--- src/rtl/bank_stream_ctrl_pkg.sv ---
// Shared types for the bank read sequencer: FSM states, skid FIFO depth and
// the default element tag that travels with each read through the FIFO.
package bank_pkg;

    typedef enum logic [1:0] {
        IDLE,
        RUN,
        DRAIN,
        FIN
    } state_t;

    localparam int FIFO_DEPTH = 2;
    localparam int TAG_D_WID  = 8;

    typedef struct packed {
        logic [TAG_D_WID-1:0] data;
        logic                 eol;
        logic                 last;
    } elem_tag_t;

endpackage

--- src/rtl/bank_stream_ctrl_if.sv ---
// Bank read port plus element stream towards the systolic-array feeder.
// The sequencer takes the master side; the bank/feeder environment takes the slave side.
interface bank_stream_ctrl_if #(
    parameter int A_WID = 10,
    parameter int D_WID = 8
) ();

    logic             mem_en;
    logic [A_WID-1:0] mem_addr;
    logic [D_WID-1:0] mem_rdata;

    logic             out_valid;
    logic             out_ready;
    logic [D_WID-1:0] out_data;
    logic             out_eol;
    logic             out_last;

    modport master (
        output mem_en,
        output mem_addr,
        input  mem_rdata,
        output out_valid,
        input  out_ready,
        output out_data,
        output out_eol,
        output out_last
    );

    modport slave (
        input  mem_en,
        input  mem_addr,
        output mem_rdata,
        input  out_valid,
        output out_ready,
        input  out_data,
        input  out_eol,
        input  out_last
    );

endinterface

--- src/rtl/bank_stream_ctrl_skid_fifo.sv ---
// Small skid FIFO holding captured bank reads with their row/tile tags.
// Push and pop may occur in the same cycle, including when full.
module stream_skid_fifo
    import bank_pkg::*;
#(
    parameter type T = elem_tag_t
) (
    input  logic                               clk,
    input  logic                               rst,
    input  logic                               push,
    input  T                                   wdata,
    input  logic                               pop,
    output T                                   rdata,
    output logic [$clog2(FIFO_DEPTH+1)-1:0]    count
);

    localparam int PTR_W = $clog2(FIFO_DEPTH);
    localparam int CNT_W = $clog2(FIFO_DEPTH + 1);

    T                 mem [FIFO_DEPTH];
    logic [PTR_W-1:0] wr_ptr;
    logic [PTR_W-1:0] rd_ptr;
    logic             do_push;
    logic             do_pop;

    assign do_pop  = pop && (count != '0);
    assign do_push = push && ((count != CNT_W'(FIFO_DEPTH)) || do_pop);
    assign rdata   = mem[rd_ptr];

    always_ff @(posedge clk) begin
        if (rst) begin
            wr_ptr <= '0;
            rd_ptr <= '0;
            count  <= '0;
            for (int i = 0; i < FIFO_DEPTH; i++) begin
                mem[i] <= '0;
            end
        end else begin
            if (do_push) begin
                mem[wr_ptr] <= wdata;
                wr_ptr      <= wr_ptr + PTR_W'(1);
            end
            if (do_pop) begin
                rd_ptr <= rd_ptr + PTR_W'(1);
            end
            count <= count + CNT_W'(do_push) - CNT_W'(do_pop);
        end
    end

endmodule

--- src/rtl/bank_stream_ctrl.sv ---
// Read sequencer for one scratchpad bank port: walks a 2-D tile and streams it row-major.
// Defining BANK_STREAM_PERF_EN adds stall_cnt, a saturating count of backpressured busy cycles.
module bank_stream_ctrl
    import bank_pkg::*;
#(
    parameter int A_WID   = 10,
    parameter int D_WID   = 8,
    parameter int DIM_WID = 6
) (
    input  logic               clk,
    input  logic               rst,
    input  logic               start,
    input  logic [A_WID-1:0]   base_addr,
    input  logic [DIM_WID-1:0] n_rows,
    input  logic [DIM_WID-1:0] n_cols,
    input  logic [A_WID-1:0]   row_stride,
    output logic               busy,
    output logic               done,
`ifdef BANK_STREAM_PERF_EN
    output logic [15:0]        stall_cnt,
`endif
    bank_stream_ctrl_if.master bus
);

    typedef struct packed {
        logic [D_WID-1:0] data;
        logic             eol;
        logic             last;
    } tag_t;

    state_t             state_q;
    state_t             state_d;
    logic [A_WID-1:0]   stride_q;
    logic [A_WID-1:0]   row_base_q;
    logic [A_WID-1:0]   addr_q;
    logic [DIM_WID-1:0] rows_q;
    logic [DIM_WID-1:0] cols_q;
    logic [DIM_WID-1:0] row_q;
    logic [DIM_WID-1:0] col_q;
    logic               inflight_q;
    logic               inflight_eol_q;
    logic               inflight_last_q;
    logic               accept;
    logic               zero_dim;
    logic               issue;
    logic               issue_eol;
    logic               issue_last;
    logic               room;
    logic               pop;
    logic               fifo_valid;
    logic [1:0]         fifo_count;
    logic [2:0]         occupancy;
    tag_t               push_tag;
    tag_t               head_tag;

    assign accept     = (state_q == IDLE) && start;
    assign zero_dim   = (n_rows == '0) || (n_cols == '0);
    assign issue_eol  = (col_q == cols_q - DIM_WID'(1));
    assign issue_last = issue_eol && (row_q == rows_q - DIM_WID'(1));
    assign fifo_valid = (fifo_count != 2'd0);
    assign pop        = fifo_valid && bus.out_ready;

    // A new read may only go out if its data is guaranteed a FIFO slot one cycle later.
    assign occupancy  = {1'b0, fifo_count} + {2'b00, inflight_q} - {2'b00, pop};
    assign room       = (occupancy < 3'(FIFO_DEPTH));
    assign issue      = (state_q == RUN) && room;

    always_ff @(posedge clk) begin
        if (rst) begin
            state_q <= IDLE;
        end else begin
            state_q <= state_d;
        end
    end

    always_comb begin
        state_d = state_q;
        busy    = 1'b0;
        done    = 1'b0;
        case (state_q)
            IDLE: begin
                if (start) begin
                    state_d = zero_dim ? FIN : RUN;
                end
            end
            RUN: begin
                busy = 1'b1;
                if (issue && issue_last) begin
                    state_d = DRAIN;
                end
            end
            DRAIN: begin
                busy = 1'b1;
                if (pop && head_tag.last) begin
                    state_d = FIN;
                end
            end
            FIN: begin
                done    = 1'b1;
                state_d = IDLE;
            end
            default: state_d = IDLE;
        endcase
    end

    // Addresses advance incrementally: +1 along a row, +row_stride from the row start at eol.
    always_ff @(posedge clk) begin
        if (rst) begin
            stride_q        <= '0;
            row_base_q      <= '0;
            addr_q          <= '0;
            rows_q          <= '0;
            cols_q          <= '0;
            row_q           <= '0;
            col_q           <= '0;
            inflight_q      <= 1'b0;
            inflight_eol_q  <= 1'b0;
            inflight_last_q <= 1'b0;
        end else begin
            if (accept) begin
                stride_q   <= row_stride;
                rows_q     <= n_rows;
                cols_q     <= n_cols;
                row_base_q <= base_addr;
                addr_q     <= base_addr;
                row_q      <= '0;
                col_q      <= '0;
            end else if (issue) begin
                if (issue_eol) begin
                    col_q      <= '0;
                    row_q      <= row_q + DIM_WID'(1);
                    row_base_q <= row_base_q + stride_q;
                    addr_q     <= row_base_q + stride_q;
                end else begin
                    col_q  <= col_q + DIM_WID'(1);
                    addr_q <= addr_q + A_WID'(1);
                end
            end
            inflight_q      <= issue;
            inflight_eol_q  <= issue && issue_eol;
            inflight_last_q <= issue && issue_last;
        end
    end

    assign push_tag = '{data: bus.mem_rdata, eol: inflight_eol_q, last: inflight_last_q};

    stream_skid_fifo #(
        .T (tag_t)
    ) u_fifo (
        .clk   (clk),
        .rst   (rst),
        .push  (inflight_q),
        .wdata (push_tag),
        .pop   (pop),
        .rdata (head_tag),
        .count (fifo_count)
    );

    assign bus.mem_en    = issue;
    assign bus.mem_addr  = issue ? addr_q : '0;
    assign bus.out_valid = fifo_valid;
    assign bus.out_data  = fifo_valid ? head_tag.data : '0;
    assign bus.out_eol   = fifo_valid && head_tag.eol;
    assign bus.out_last  = fifo_valid && head_tag.last;

`ifdef BANK_STREAM_PERF_EN
    logic [15:0] stall_q;

    always_ff @(posedge clk) begin
        if (rst || accept) begin
            stall_q <= '0;
        end else if (busy && fifo_valid && !bus.out_ready && (stall_q != 16'hFFFF)) begin
            stall_q <= stall_q + 16'd1;
        end
    end

    assign stall_cnt = stall_q;
`endif

endmodule
--- src/flat_wrapper.sv ---
// flat-port wrapper written by rule: the top's interface ports become plain ports
module bank_stream_ctrl_flat import bank_pkg::*;
#(
    parameter int A_WID   = 10,
    parameter int D_WID   = 8,
    parameter int DIM_WID = 6
)
  (clk, rst, start, base_addr, n_rows, n_cols, row_stride, busy, done, bus_mem_en, bus_mem_addr, bus_mem_rdata, bus_out_valid, bus_out_ready, bus_out_data, bus_out_eol, bus_out_last);
  bank_stream_ctrl_if #(.A_WID(A_WID), .D_WID(D_WID)) bus_i ();
  input  logic clk;
  input  logic rst;
  input  logic start;
  input  logic [A_WID-1:0] base_addr;
  input  logic [DIM_WID-1:0] n_rows;
  input  logic [DIM_WID-1:0] n_cols;
  input  logic [A_WID-1:0] row_stride;
  output logic busy;
  output logic done;
  output wire logic [$bits(bus_i.mem_en)-1:0] bus_mem_en;
  output wire logic [$bits(bus_i.mem_addr)-1:0] bus_mem_addr;
  input wire logic [$bits(bus_i.mem_rdata)-1:0] bus_mem_rdata;
  output wire logic [$bits(bus_i.out_valid)-1:0] bus_out_valid;
  input wire logic [$bits(bus_i.out_ready)-1:0] bus_out_ready;
  output wire logic [$bits(bus_i.out_data)-1:0] bus_out_data;
  output wire logic [$bits(bus_i.out_eol)-1:0] bus_out_eol;
  output wire logic [$bits(bus_i.out_last)-1:0] bus_out_last;
  assign bus_mem_en = bus_i.mem_en;
  assign bus_mem_addr = bus_i.mem_addr;
  assign bus_i.mem_rdata = bus_mem_rdata;
  assign bus_out_valid = bus_i.out_valid;
  assign bus_i.out_ready = bus_out_ready;
  assign bus_out_data = bus_i.out_data;
  assign bus_out_eol = bus_i.out_eol;
  assign bus_out_last = bus_i.out_last;
  bank_stream_ctrl #(.A_WID(A_WID), .D_WID(D_WID), .DIM_WID(DIM_WID)) u_core (.clk(clk), .rst(rst), .start(start), .base_addr(base_addr), .n_rows(n_rows), .n_cols(n_cols), .row_stride(row_stride), .busy(busy), .done(done), .bus(bus_i));
endmodule
--- config.mk ---
export PLATFORM = sky130hd
export DESIGN_NAME = bank_stream_ctrl_flat
export DESIGN_NICKNAME = d
export VERILOG_FILES = /design/src/rtl/bank_stream_ctrl_pkg.sv /design/src/rtl/bank_stream_ctrl_if.sv /design/src/rtl/bank_stream_ctrl_skid_fifo.sv /design/src/rtl/bank_stream_ctrl.sv /design/src/flat_wrapper.sv
export SDC_FILE = /design/constraint.sdc
export NUM_CORES = 1
export LEC_CHECK = 0
export CAP_MARGIN = 40
export CORE_ASPECT_RATIO = 2
export CORE_MARGIN = 3
export CORE_UTILIZATION = 35
export DETAILED_ROUTE_END_ITERATION = 10
export GPL_TIMING_DRIVEN = 0
export HOLD_SLACK_MARGIN = 0.15
export PLACE_DENSITY_LB_ADDON = 0.3
export SETUP_SLACK_MARGIN = 0.2
export SKIP_CTS_REPAIR_TIMING = 1
export SLEW_MARGIN = 0
export SYNTH_ARGS = -nofsm -noshare
export SYNTH_HDL_FRONTEND = slang
export SYNTH_SLANG_ARGS = --single-unit
--- constraint.sdc ---
create_clock -name clk -period 10.8 [get_ports clk]
set_input_delay 2.16 -clock clk [delete_from_list [all_inputs] [get_ports clk]]
set_output_delay 2.16 -clock clk [all_outputs]
set_load 0.02 [all_outputs]
==> out/qor.yml <==
grt_pass1_vias: 4327
syn_nets: 600
synth-seq-cells: 84
finalPower_mw: 1.23
drtAntennaViolNets: 0
path_class: "input pin to output pin"
gp_congestion: 0.972
synth_edf_count: 20
viasPerCell: 5.48
status: "completed"
htreeDepth: 3
hold_violations: 0
numCtsBuffers: 9
cts.sinks: 84
core_um2: 12800
synth_top_area_share_pct: 27.7
hold_path_class: "flip-flop to flip-flop"
timing.final.crit_share_pct: 74.6
yosysMostFrequentCell: "nand2_1"
yosysTopAreaCell: "dfxtp_1"
dp_hpwl_um: 10300
cts_tree: "built"
synth_cells: 532
crit_end: "bus_mem_addr[9]"
cp_cell_sequence: "clkdlybuf4s50_1, o21ai_0, inv_1, ha_1, nand2b_1, fa_1, xnor2_1, nand3_1, inv_2, clkbuf_1, clkbuf_1, and2_1, clkdlybuf4s50_1"
synth_top_family_by_area: "simple AND/OR/NAND/NOR gates"
totalWireLength_um: 13100
wire_per_inst_um: 17.1
r2r_start: "u_core.u_fifo.count[1]$_SDFF_PP0_"
grt_usage_pct: 18.2
num_vias: 4195
yosysWarnings: 0
cellPowerDensity_nw_per_um2: 214
antenna_found_initial: 0
fp-row-count: 58
netlist_area_um2: 4620
grt_max_degree: 14
max_freq_mhz: 124
synth_ff_type: "dfxtp_1"
holdWs_ns: 0.459
initial_utilization_pct: 36.2
first_iter_violations: 162
worst_slew_pin_slew_ns: 0.787
worstRegToRegCells: 11
cts_root_buffer: "clkbuf_16"
ir_drop_v: 0.000114
slowest_delay_ns: 0.61
antenna_cells: 0
synth_xor_area_share_pct: 6.44
dieArea_um2: 14700
synthArstFlopShare_pct: 0
cp.required_ns: 8.64
placed_area_um2: 5480
fin_ws_ns: 2.74
finalMaxSlewViolations: 0
startpoint_type: "input pin"
synth-adder-area-share_pct: 6.82
postLayoutCoreUtil_pct: 45.1
dp_cells: 750
die_w_um: 87.2
rsz0062_at_grt: "false"
yosys.area_share.simple_pct: 24.0
crit_path_start: "bus_out_ready"
synth-seq-area-share_pct: 40.7
die_y_um: 168
fin_cells: 766
crit_slowest_cell: "clkdlybuf4s50_1"
place_ws_ns: 2.76
synth_area_per_cell_um2: 8.69
nNetsFinal: 679
rrSetupSlack_ns: 7.05
grt-ovfl-total: 0
rr_endpoint: "u_core.state_q[0]$_SDFFE_PP0P_"
drtPass1Iterations: 5
relSlewSlack_pct: 47.0
clkTransAtPathRegs_ns: 0.06
synth_commonest_cells: "80 x nand2_1, 64 x dfxtp_1, 46 x a21oi_1"
netlist_top_cells_area: "dfxtp_1 28%, edfxtp_1 13%, nand2_1 6.5%, ha_1 6.0%, a21oi_1 5.0%"
critPathMaxFanout: 10
layout-drive-gt1-share_pct: 5.36
area_delta_synth_final_pct: 24.6
clkLatencyLatePin_ns: 0.34
cts_buffer_depth: 2
fin_area_um2: 5760
end_kind: "output pin"
grt_pass1_wl_um: 20900
power_leakage_nw: 2.17
synthMuxAreaShare_pct: 2.60
drc: 0
period_needed_ns: 8.06
drv_cap: 0
final-setup-viol-count: 0
boundaryPins: 68
io_buffer_count: 66
synth.distinct_cells: 66
setup-tns-final_ns: 0
arrival_ns: 5.90
skew_ns: 0.00932
synth_compound_area_share_pct: 15.8
## state kept, by name (all words and copies together) (netlist names), named ones only
name / cells
u_core.inflight_eol_q: 1
u_core.cols_q: 6
u_core.col_q: 6
u_core.rows_q: 6
u_core.row_base_q: 10
u_core.u_fifo.rd_ptr: 1
u_core.inflight_last_q: 1
u_core.inflight_q: 1
u_core.stride_q: 10
u_core.u_fifo.wr_ptr: 1
u_core.state_q: 2
u_core.row_q: 6
u_core.addr_q: 10
u_core.u_fifo.count: 2
u_core.u_fifo.mem: 20
## final cells by class
| class | instances | area [um2] |
|---|---|---|
| clock buffer | 13 | 262 |
| inverter | 16 | 60.1 |
| timing repair buffer | 68 | 671 |
| multi-input combinational | 408 | 2570 |
| clock inverter | 3 | 18.8 |
| tap | 150 | 188 |
| fill | 1275 | 7010 |
| sequential | 84 | 1880 |
| buffer | 24 | 109 |
## cell usage in the layout (no fill, tap or decap), drive strengths merged, types with 3 or more instances in the layout
master	n
o21a	3
ha	22
edfxtp	20
nor4	3
nand2	81
inv	16
clkbuf	28
nand3	16
nor3	11
xor2	8
a31oi	8
a21oi	46
and2	33
or2	4
nor2b	3
or3	6
xnor2	26
o21ai	18
clkdlybuf4s50	66
and3	7
nand4	8
a311oi	4
nor2	41
a21o	7
mux2i	12
dfxtp	64
o211ai	6
buf	11
## cells by family (layout without fill, tap and decap cells)
family / Yosys count / in the layout
simple gates: 223 / 223
compound gates: 115 / 115
flops: 84 / 84
buf+inv: 40 / 124
xor+xnor: 34 / 34
fa+ha+maj: 24 / 24
mux: 12 / 12
## critical path: cells and delay by family
kind            cells  cell delay, ns
fa+ha+maj           2            0.68
xor+xnor            1            0.14
compound gates      1            0.24
simple gates        3            0.55
buf+inv             6            2.12
## per-layer routing
| metal | share of wire (%) | GRT usage [%] | up-vias |
|---|---|---|---|
| li1 | - | - | 2029 |
| met1 | 35 | 17.7 | 1991 |
| met2 | 55 | 34.5 | 131 |
| met3 | 4.5 | 3.56 | 44 |
| met4 | 4.7 | 9.82 | 0 |
| met5 | 0 | 0 | - |
## worst min-delay path by stage
| stage | start | to | slack [ns] | cells after the start |
|---|---|---|---|---|
| floorplan | u_core.stride_q[0]$_SDFFE_PP0P_ | u_core.stride_q[0]$_SDFFE_PP0P_ | 0.44 | 2 |
| global placement | u_core.stride_q[4]$_SDFFE_PP0P_ | u_core.stride_q[4]$_SDFFE_PP0P_ | 0.45 | 2 |
| detailed placement | u_core.stride_q[4]$_SDFFE_PP0P_ | u_core.stride_q[4]$_SDFFE_PP0P_ | 0.46 | 2 |
| CTS | u_core.stride_q[4]$_SDFFE_PP0P_ | u_core.stride_q[4]$_SDFFE_PP0P_ | 0.46 | 2 |
| global route | u_core.stride_q[7]$_SDFFE_PP0P_ | u_core.stride_q[7]$_SDFFE_PP0P_ | 0.48 | 2 |
| finish | u_core.stride_q[6]$_SDFFE_PP0P_ | u_core.stride_q[6]$_SDFFE_PP0P_ | 0.46 | 2 |
## report_power, final
part           switching (mW)  internal [mW]  total, mW
Sequential             0.0520          0.382      0.434
Clock                   0.125          0.170      0.295
Combinational           0.298          0.206      0.505
Power figures use the tool's default switching activity.
